File: src/rtl/m_pkg.sv
// Shared types for the symbol-match engine.
// Optional feature macro: M_MATCH_MASK_EN adds a per-channel compare mask.
// Config fields are sized to the widest supported build; the top zero-extends
// its narrower parameterised fields into them, and the unused upper bits
// stay constant.
package m_pkg;

    localparam int CFG_W_DATA      = 256;
    localparam int CFG_W_OFF       = 16;
    localparam int CFG_W_BUF       = 8;
    localparam int DEFAULT_BUF_DEF = 0;

    typedef enum logic {
        ST_IDLE = 1'b0,
        ST_PKT  = 1'b1
    } m_state_e;

    typedef struct packed {
        logic                  en;
        logic [CFG_W_OFF-1:0]  off;
        logic [CFG_W_DATA-1:0] match;
        logic [CFG_W_BUF-1:0]  buffer;
`ifdef M_MATCH_MASK_EN
        logic [CFG_W_DATA-1:0] mask;
`endif
    } m_match_cfg_t;

    // Channel disabled; the mask (when present) compares every bit.
    function automatic m_match_cfg_t cfg_reset();
        m_match_cfg_t c;
        c = '0;
`ifdef M_MATCH_MASK_EN
        c.mask = '1;
`endif
        return c;
    endfunction

endpackage

File: src/rtl/m_match_chan.sv
// One match channel: staging/active rule registers, word compare, hit flag.
// Optional feature macro: M_MATCH_MASK_EN (masked compare).
module m_match_chan
    import m_pkg::*;
(
    input  logic                  clk,
    input  logic                  rst_n,
    input  logic                  wr,
    input  m_match_cfg_t          wr_cfg,
    input  logic                  load,
    input  logic                  beat,
    input  logic                  sop,
    input  logic [CFG_W_OFF:0]    idx,
    input  logic [CFG_W_DATA-1:0] data,
    output logic                  hit,
    output logic [CFG_W_BUF-1:0]  buffer
);

    m_match_cfg_t stage;
    m_match_cfg_t act;
    m_match_cfg_t eff;
    logic         hit_q;
    logic         eq;
    logic         cur;

    // On an SOP beat the freshly loaded rules are the ones that apply.
    always_comb begin
        eff = load ? stage : act;
`ifdef M_MATCH_MASK_EN
        eq  = ((data ^ eff.match) & eff.mask) == '0;
`else
        eq  = data == eff.match;
`endif
        cur    = eff.en && (idx == {1'b0, eff.off}) && eq;
        hit    = cur || (!sop && hit_q);
        buffer = eff.buffer;
    end

    // Staging takes writes any time; active only changes at packet start.
    always_ff @(posedge clk) begin
        if (!rst_n) begin
            stage <= cfg_reset();
            act   <= cfg_reset();
            hit_q <= 1'b0;
        end else begin
            if (wr)   stage <= wr_cfg;
            if (load) act   <= stage;
            if (beat) hit_q <= hit;
        end
    end

endmodule

File: src/rtl/m_match_engine.sv
// N-channel symbol-match engine: tags each packet's EOP beat with the buffer
// ID of the lowest-index channel whose word-offset compare hit.
// Optional feature macro: M_MATCH_MASK_EN (cfg_mask_w port, masked compare).
module m_match_engine
    import m_pkg::*;
#(
    parameter int N_CH                    = 4,
    parameter int W_DATA                  = 64,
    parameter int W_OFF                   = 8,
    parameter int W_LEN                   = 16,
    parameter int W_BUF                   = 2,
    parameter logic [W_BUF-1:0] DEFAULT_BUF = W_BUF'(DEFAULT_BUF_DEF),
    localparam int W_CH                   = (N_CH > 1) ? $clog2(N_CH) : 1
) (
    input  logic              clk_net,
    input  logic              rst_net,
    input  logic              in_vld_w,
    input  logic              in_sop_w,
    input  logic              in_eop_w,
    input  logic [W_LEN-1:0]  in_length_w,
    input  logic [W_DATA-1:0] in_data_w,
    input  logic              cfg_vld_w,
    input  logic [W_CH-1:0]   cfg_ch_w,
    input  logic              cfg_en_w,
    input  logic [W_OFF-1:0]  cfg_off_w,
    input  logic [W_DATA-1:0] cfg_match_w,
    input  logic [W_BUF-1:0]  cfg_buffer_w,
`ifdef M_MATCH_MASK_EN
    input  logic [W_DATA-1:0] cfg_mask_w,
`endif
    output logic              out_vld_r,
    output logic              out_sop_r,
    output logic              out_eop_r,
    output logic [W_LEN-1:0]  out_length_r,
    output logic [W_DATA-1:0] out_data_r,
    output logic              out_buffer_vld_r,
    output logic [W_BUF-1:0]  out_buffer_r,
    output logic              out_err_r
);

    // 2^W_OFF: one past the largest offset, so a saturated counter never hits.
    localparam logic [W_OFF:0] CNT_SAT = {1'b1, {W_OFF{1'b0}}};

    m_state_e                          state;
    logic [W_OFF:0]                    cnt;
    logic [W_OFF:0]                    idx;
    logic [W_OFF:0]                    cnt_nxt;
    logic                              acc;
    logic                              err;
    logic                              load;
    m_match_cfg_t                      wr_cfg;
    logic [N_CH-1:0]                   ch_wr;
    logic [N_CH-1:0]                   ch_hit;
    logic [N_CH-1:0][CFG_W_BUF-1:0]    ch_buf;
    logic [W_BUF-1:0]                  sel_buf;

    // Beat qualification, word index of the current beat and counter update.
    always_comb begin
        acc     = in_vld_w && (in_sop_w || state == ST_PKT);
        err     = in_vld_w && (in_sop_w == (state == ST_PKT));
        load    = in_vld_w && in_sop_w;
        idx     = in_sop_w ? '0 : cnt;
        cnt_nxt = (idx == CNT_SAT) ? CNT_SAT : idx + 1'b1;
    end

    // Widen the staging write into the shared config record.
    always_comb begin
        wr_cfg        = cfg_reset();
        wr_cfg.en     = cfg_en_w;
        wr_cfg.off    = CFG_W_OFF'(cfg_off_w);
        wr_cfg.match  = CFG_W_DATA'(cfg_match_w);
        wr_cfg.buffer = CFG_W_BUF'(cfg_buffer_w);
`ifdef M_MATCH_MASK_EN
        wr_cfg.mask   = CFG_W_DATA'(cfg_mask_w);
`endif
    end

    for (genvar i = 0; i < N_CH; i++) begin : g_ch
        assign ch_wr[i] = cfg_vld_w && (cfg_ch_w == W_CH'(i));

        m_match_chan u_chan (
            .clk    (clk_net),
            .rst_n  (rst_net),
            .wr     (ch_wr[i]),
            .wr_cfg (wr_cfg),
            .load   (load),
            .beat   (acc),
            .sop    (in_sop_w),
            .idx    ((CFG_W_OFF + 1)'(idx)),
            .data   (CFG_W_DATA'(in_data_w)),
            .hit    (ch_hit[i]),
            .buffer (ch_buf[i])
        );
    end

    // Lowest-index hit wins; scanning downward lets the lowest assignment stick.
    always_comb begin
        sel_buf = DEFAULT_BUF;
        for (int i = N_CH - 1; i >= 0; i--) begin
            if (ch_hit[i]) sel_buf = W_BUF'(ch_buf[i]);
        end
    end

    // FSM, word counter and registered egress.
    always_ff @(posedge clk_net) begin
        if (!rst_net) begin
            state            <= ST_IDLE;
            cnt              <= '0;
            out_vld_r        <= 1'b0;
            out_sop_r        <= 1'b0;
            out_eop_r        <= 1'b0;
            out_length_r     <= '0;
            out_data_r       <= '0;
            out_buffer_vld_r <= 1'b0;
            out_buffer_r     <= '0;
            out_err_r        <= 1'b0;
        end else begin
            out_vld_r        <= acc;
            out_sop_r        <= acc && in_sop_w;
            out_eop_r        <= acc && in_eop_w;
            out_length_r     <= acc ? in_length_w : '0;
            out_data_r       <= acc ? in_data_w : '0;
            out_buffer_vld_r <= acc && in_eop_w;
            out_buffer_r     <= (acc && in_eop_w) ? sel_buf : '0;
            out_err_r        <= err;
            if (acc) begin
                cnt   <= cnt_nxt;
                state <= in_eop_w ? ST_IDLE : ST_PKT;
            end
        end
    end

endmodule
File: config.mk
export PLATFORM = sky130hd
export DESIGN_NAME = m_match_engine
export DESIGN_NICKNAME = d
export VERILOG_FILES = /design/src/rtl/m_pkg.sv /design/src/rtl/m_match_chan.sv /design/src/rtl/m_match_engine.sv
export SDC_FILE = /design/constraint.sdc
export NUM_CORES = 2
export LEC_CHECK = 0
export CORE_MARGIN = 2
export CORE_UTILIZATION = 57
export CTS_CLUSTER_SIZE = 30
export DETAILED_ROUTE_END_ITERATION = 10
export DONT_BUFFER_PORTS = 1
export GPL_TIMING_DRIVEN = 0
export PLACE_DENSITY_LB_ADDON = 0.12
export SYNTH_ARGS = -nofsm -noshare
export SYNTH_HDL_FRONTEND = slang
export SYNTH_SLANG_ARGS = --single-unit
File: constraint.sdc
create_clock -name clk_net -period 3.2 [get_ports clk_net]
set_clock_uncertainty 0.2 [all_clocks]
set_input_delay 0.64 -clock clk_net [delete_from_list [all_inputs] [get_ports clk_net]]
set_output_delay 0.64 -clock clk_net [all_outputs]
set_load 0.02 [all_outputs]
==> summary.txt <==
Clock network
  • # H-tree levels: 4
  • Clk Latency, worst-skew pair: 0.78 ns
  • CTS sink cnt: 1500
  • CTS root buffer: clkbuf_16
  • CTS tree: yes
  • Clock Pin Slew Worst Setup and Hold Paths: 0.06 ns
  • Clock Path Buffers: 3
  • Num CTS Buffers: 154

Outcome
  • Status: finished with violations
  • Failing checks: capacitance limit, slew limit, setup timing

GRT
  • First-pass GRT wire length: 305800 um
  • Overflow after GRT: 0
  • Total GRT Usage: 43.66%
  • Vias in the first global route: 41870
  • Antenna violations before repair: 34
  • Largest net degree at the start of global routing: 17

Timing
  • Peak Freq: 0.2761 GHz
  • Slew margin rel.: -2.058%
  • Worst slew pin tran: 1.531 ns
  • Final Hold Viols: 0
  • # setup viols final: 36
  • Setup ws final: -0.4221 ns
  • Fin Setup TNS: -2.093 ns
  • Min Tclk post-route: 3.622 ns
  • Hold Slack: 0.1303 ns
  • RSZ-0062 raised after global routing: yes
  • Final cycle utilization of the critical path: 113.2%
  • Final Max Slew Viols: 22

Critical path
  • Crit path largest cell delay: 0.48 ns
  • Critical path type: input port to register
  • WP data required: 3.69 ns
  • CP Launch Type: input port
  • Data arrival time of the worst path: 4.11 ns
  • Crit path cell chain: buf_6 > clkbuf_4 > clkinv_4 > clkbuf_4 > o21ai_4 > nand4_1 > nor4b_4 > nand4_1 > o32ai_4 > buf_12 > o21ba_4 > a21oi_2
  • R2R depth: 10
  • Slowest stage cell, crit path: nand4_1
  • CP endpoint kind: register
  • CP max FO: 10

Layout
  • Final Core Density: 67.09%
  • Layout Cells excl Fill: 7293
  • Nets: 6070
  • Fill cell count: 7604
  • Area grow syn2layout: 16.87%
  • Share of layout cells above drive strength 1: 7.688%

Power and ir drop
  • Sw Share: 24.35%
  • Pwr/cell area: 635.8 nW/um2
  • Pint: 30.61 mW
  • Seq pwr share: 47.3%
  • P_leak: 27.41 nW
  • Gate power share: 7.0%
  • Clock share of power: 45.8%
  • Switching power: 9.851 mW
  • Worst VDD drop: 0.0007203 V

Place
  • Detailed placement HPWL: 160000 um
  • GP Congestion: 1.106
  • PortBufs: 0
  • Placed cells: 6882

Synth
  • Top cells by area, synth: dfxtp_1, and3_1, nand2_1
  • Sequential fraction of the synthesis area: 55.14%
  • Number of synthesis warnings: 0
  • Synthesized instance count: 5616
  • Synth top area share: 55.14%
  • Synth cell types: 89
  • Asr flop ratio synth: 0%
  • Area leader, netlist: dfxtp_1
  • Post-synth EDFFs: 0
  • Avg Cell Area, Syn: 9.697 um2
  • Synth Flop Type: dfxtp_1
  • Yosys reg bits: 1500
  • Most frequent cells after synthesis: dfxtp_1, and3_1, nand2_1
  • Cell with the most instances after synthesis: dfxtp_1
  • Synthesized cell area: 54460 um2
  • Net Count, Synth: 5782

Floorplan
  • IO Pins: 250
  • Die height: 313.1 um
  • Die width: 313.1 um
  • Core area: 94870 um2
  • Die Area: 98030 um2
  • Number of cell rows: 113
  • Initial Util: 57.40%

Detailed routing
  • Vias per inst: 6.267
  • Remaining DRCs: 0
  • Pre-antenna DRT Iters: 8
  • Via count: 45700
  • Routed len/inst: 30.13 um
  • Routed wire length: 219800 um
  • 1st-iter DRT viols: 5980
  • Remaining antenna violation count: 0

Worst hold path
  • Cell depth of the worst hold path: 2
  • Hold/Removal Path Class: input port to register

Job
  • Max-cap violations: 3
-- metrics by stage --
stage          total power [mW]  area, um2  setup slack (ns)
6_report                  40.46      63640           -0.4221
5_1_grt                   41.24      63610           -0.2846
4_1_cts                   40.21      63070           -0.2483
3_5_place_dp              21.83      56070            -2.507
3_3_place_gp              21.82      56050            -2.479
2_1_floorplan             20.71      54470           0.03476
-- state kept, by name, summed over array words and instances, names as in the netlist --
register and count:
g_ch.u_chan.stage 300, cnt 9, out_data_r 64, g_ch.u_chan.act 1100
state 1, out_sop_r 1, out_err_r 1, g_ch.u_chan.hit_q 4
out_length_r 16, out_buffer_r 2, out_vld_r 1, out_buffer_vld_r 1
-- placed cells by master, fill, tap and decap left out, types with 48 or more instances in the layout --
cell,count
a21boi_0,423
and3_1,899
clkbuf_1,365
clkbuf_16,159
dfxtp_1,1493
dlygate4sd3_1,121
inv_1,77
mux2i_1,159
nand2_1,889
nand4_1,70
nor2_1,48
nor2b_1,198
nor4_1,194
xnor2_1,127
xor2_1,59
-- per-layer routing --
layer	up-vias	track usage [%]	wire, um
met1	22090	58.53	88120
met3	679	14.40	28430
met2	2825	61.26	87610
met4	14	25.62	15490
met5	-	0	96
li1	20090	-	-
-- power by group through the flow --
stage	Combinational (mW)	Clock, mW	Sequential [mW]
2_1_floorplan	1.29	0	19.4
3_3_place_gp	2.31	0	19.5
3_5_place_dp	2.32	0	19.5
4_1_cts	2.62	18.5	19.1
5_1_grt	2.84	19.3	19.1
6_report	2.82	18.5	19.1
-- what timing repair did --
item / 4_1_cts / 5_1_grt
setup endpoints to repair: 1004 / 94
pin swaps: 22 / 22
endpoints found under the hold margin: 347 / 0
hold buffers: 121 / 0
gates cloned: 0 / 1
gates resized for setup: 139 / 100
setup buffers: 5 / 9
-- layout make-up --
type / count / area [um2] / area share [%]
sequential: 1500 / 30040 / 47.20
multi-input combinational: 3585 / 22940 / 36.04
clock buffer: 218 / 4509 / 7.085
buffer: 444 / 2181 / 3.427
tap: 1265 / 1583 / 2.487
timing repair buffer: 137 / 1373 / 2.157
clock inverter: 43 / 656.9 / 1.032
inverter: 82 / 316.6 / 0.4974
antenna: 19 / 47.55 / 0.07471
-- logic make-up (layout without fill, tap and decap cells) --
kind of cell / count (synthesis) / count (layout) / synth area share [%]
adders and majority gates: 3 / 3 / 0.06893
DFF: 1500 / 1500 / 55.14
other: 0 / 19 / 0
and+or+nand+nor: 2464 / 2464 / 24.00
muxes: 182 / 182 / 3.361
AOI/OAI and AO/OA: 736 / 736 / 10.14
buffers and inverters: 531 / 924 / 4.076
xor gates and xnor gates: 200 / 200 / 3.217
-- path summary, 6_finish.rpt --
path,start,to,slack (ns)
setup / recovery,in_sop_w,out_buffer_r[0],-0.42
hold / removal,in_data_w[63],out_data_r[63],0.13
setup reg to reg,cnt[8],out_buffer_r[0],-0.37
hold reg to reg,g_ch[0].u_chan.stage[25],g_ch[0].u_chan.stage[25],0.26
-- critical path, delay by kind of cell --
family / cells / cell delay [ns]
AND/OR/NAND/NOR: 3 / 1.23
AO/OA/AOI/OAI: 4 / 1.16
buffers and inverters: 5 / 1.06
No activity file was read; power rests on OpenSTA's default activity.
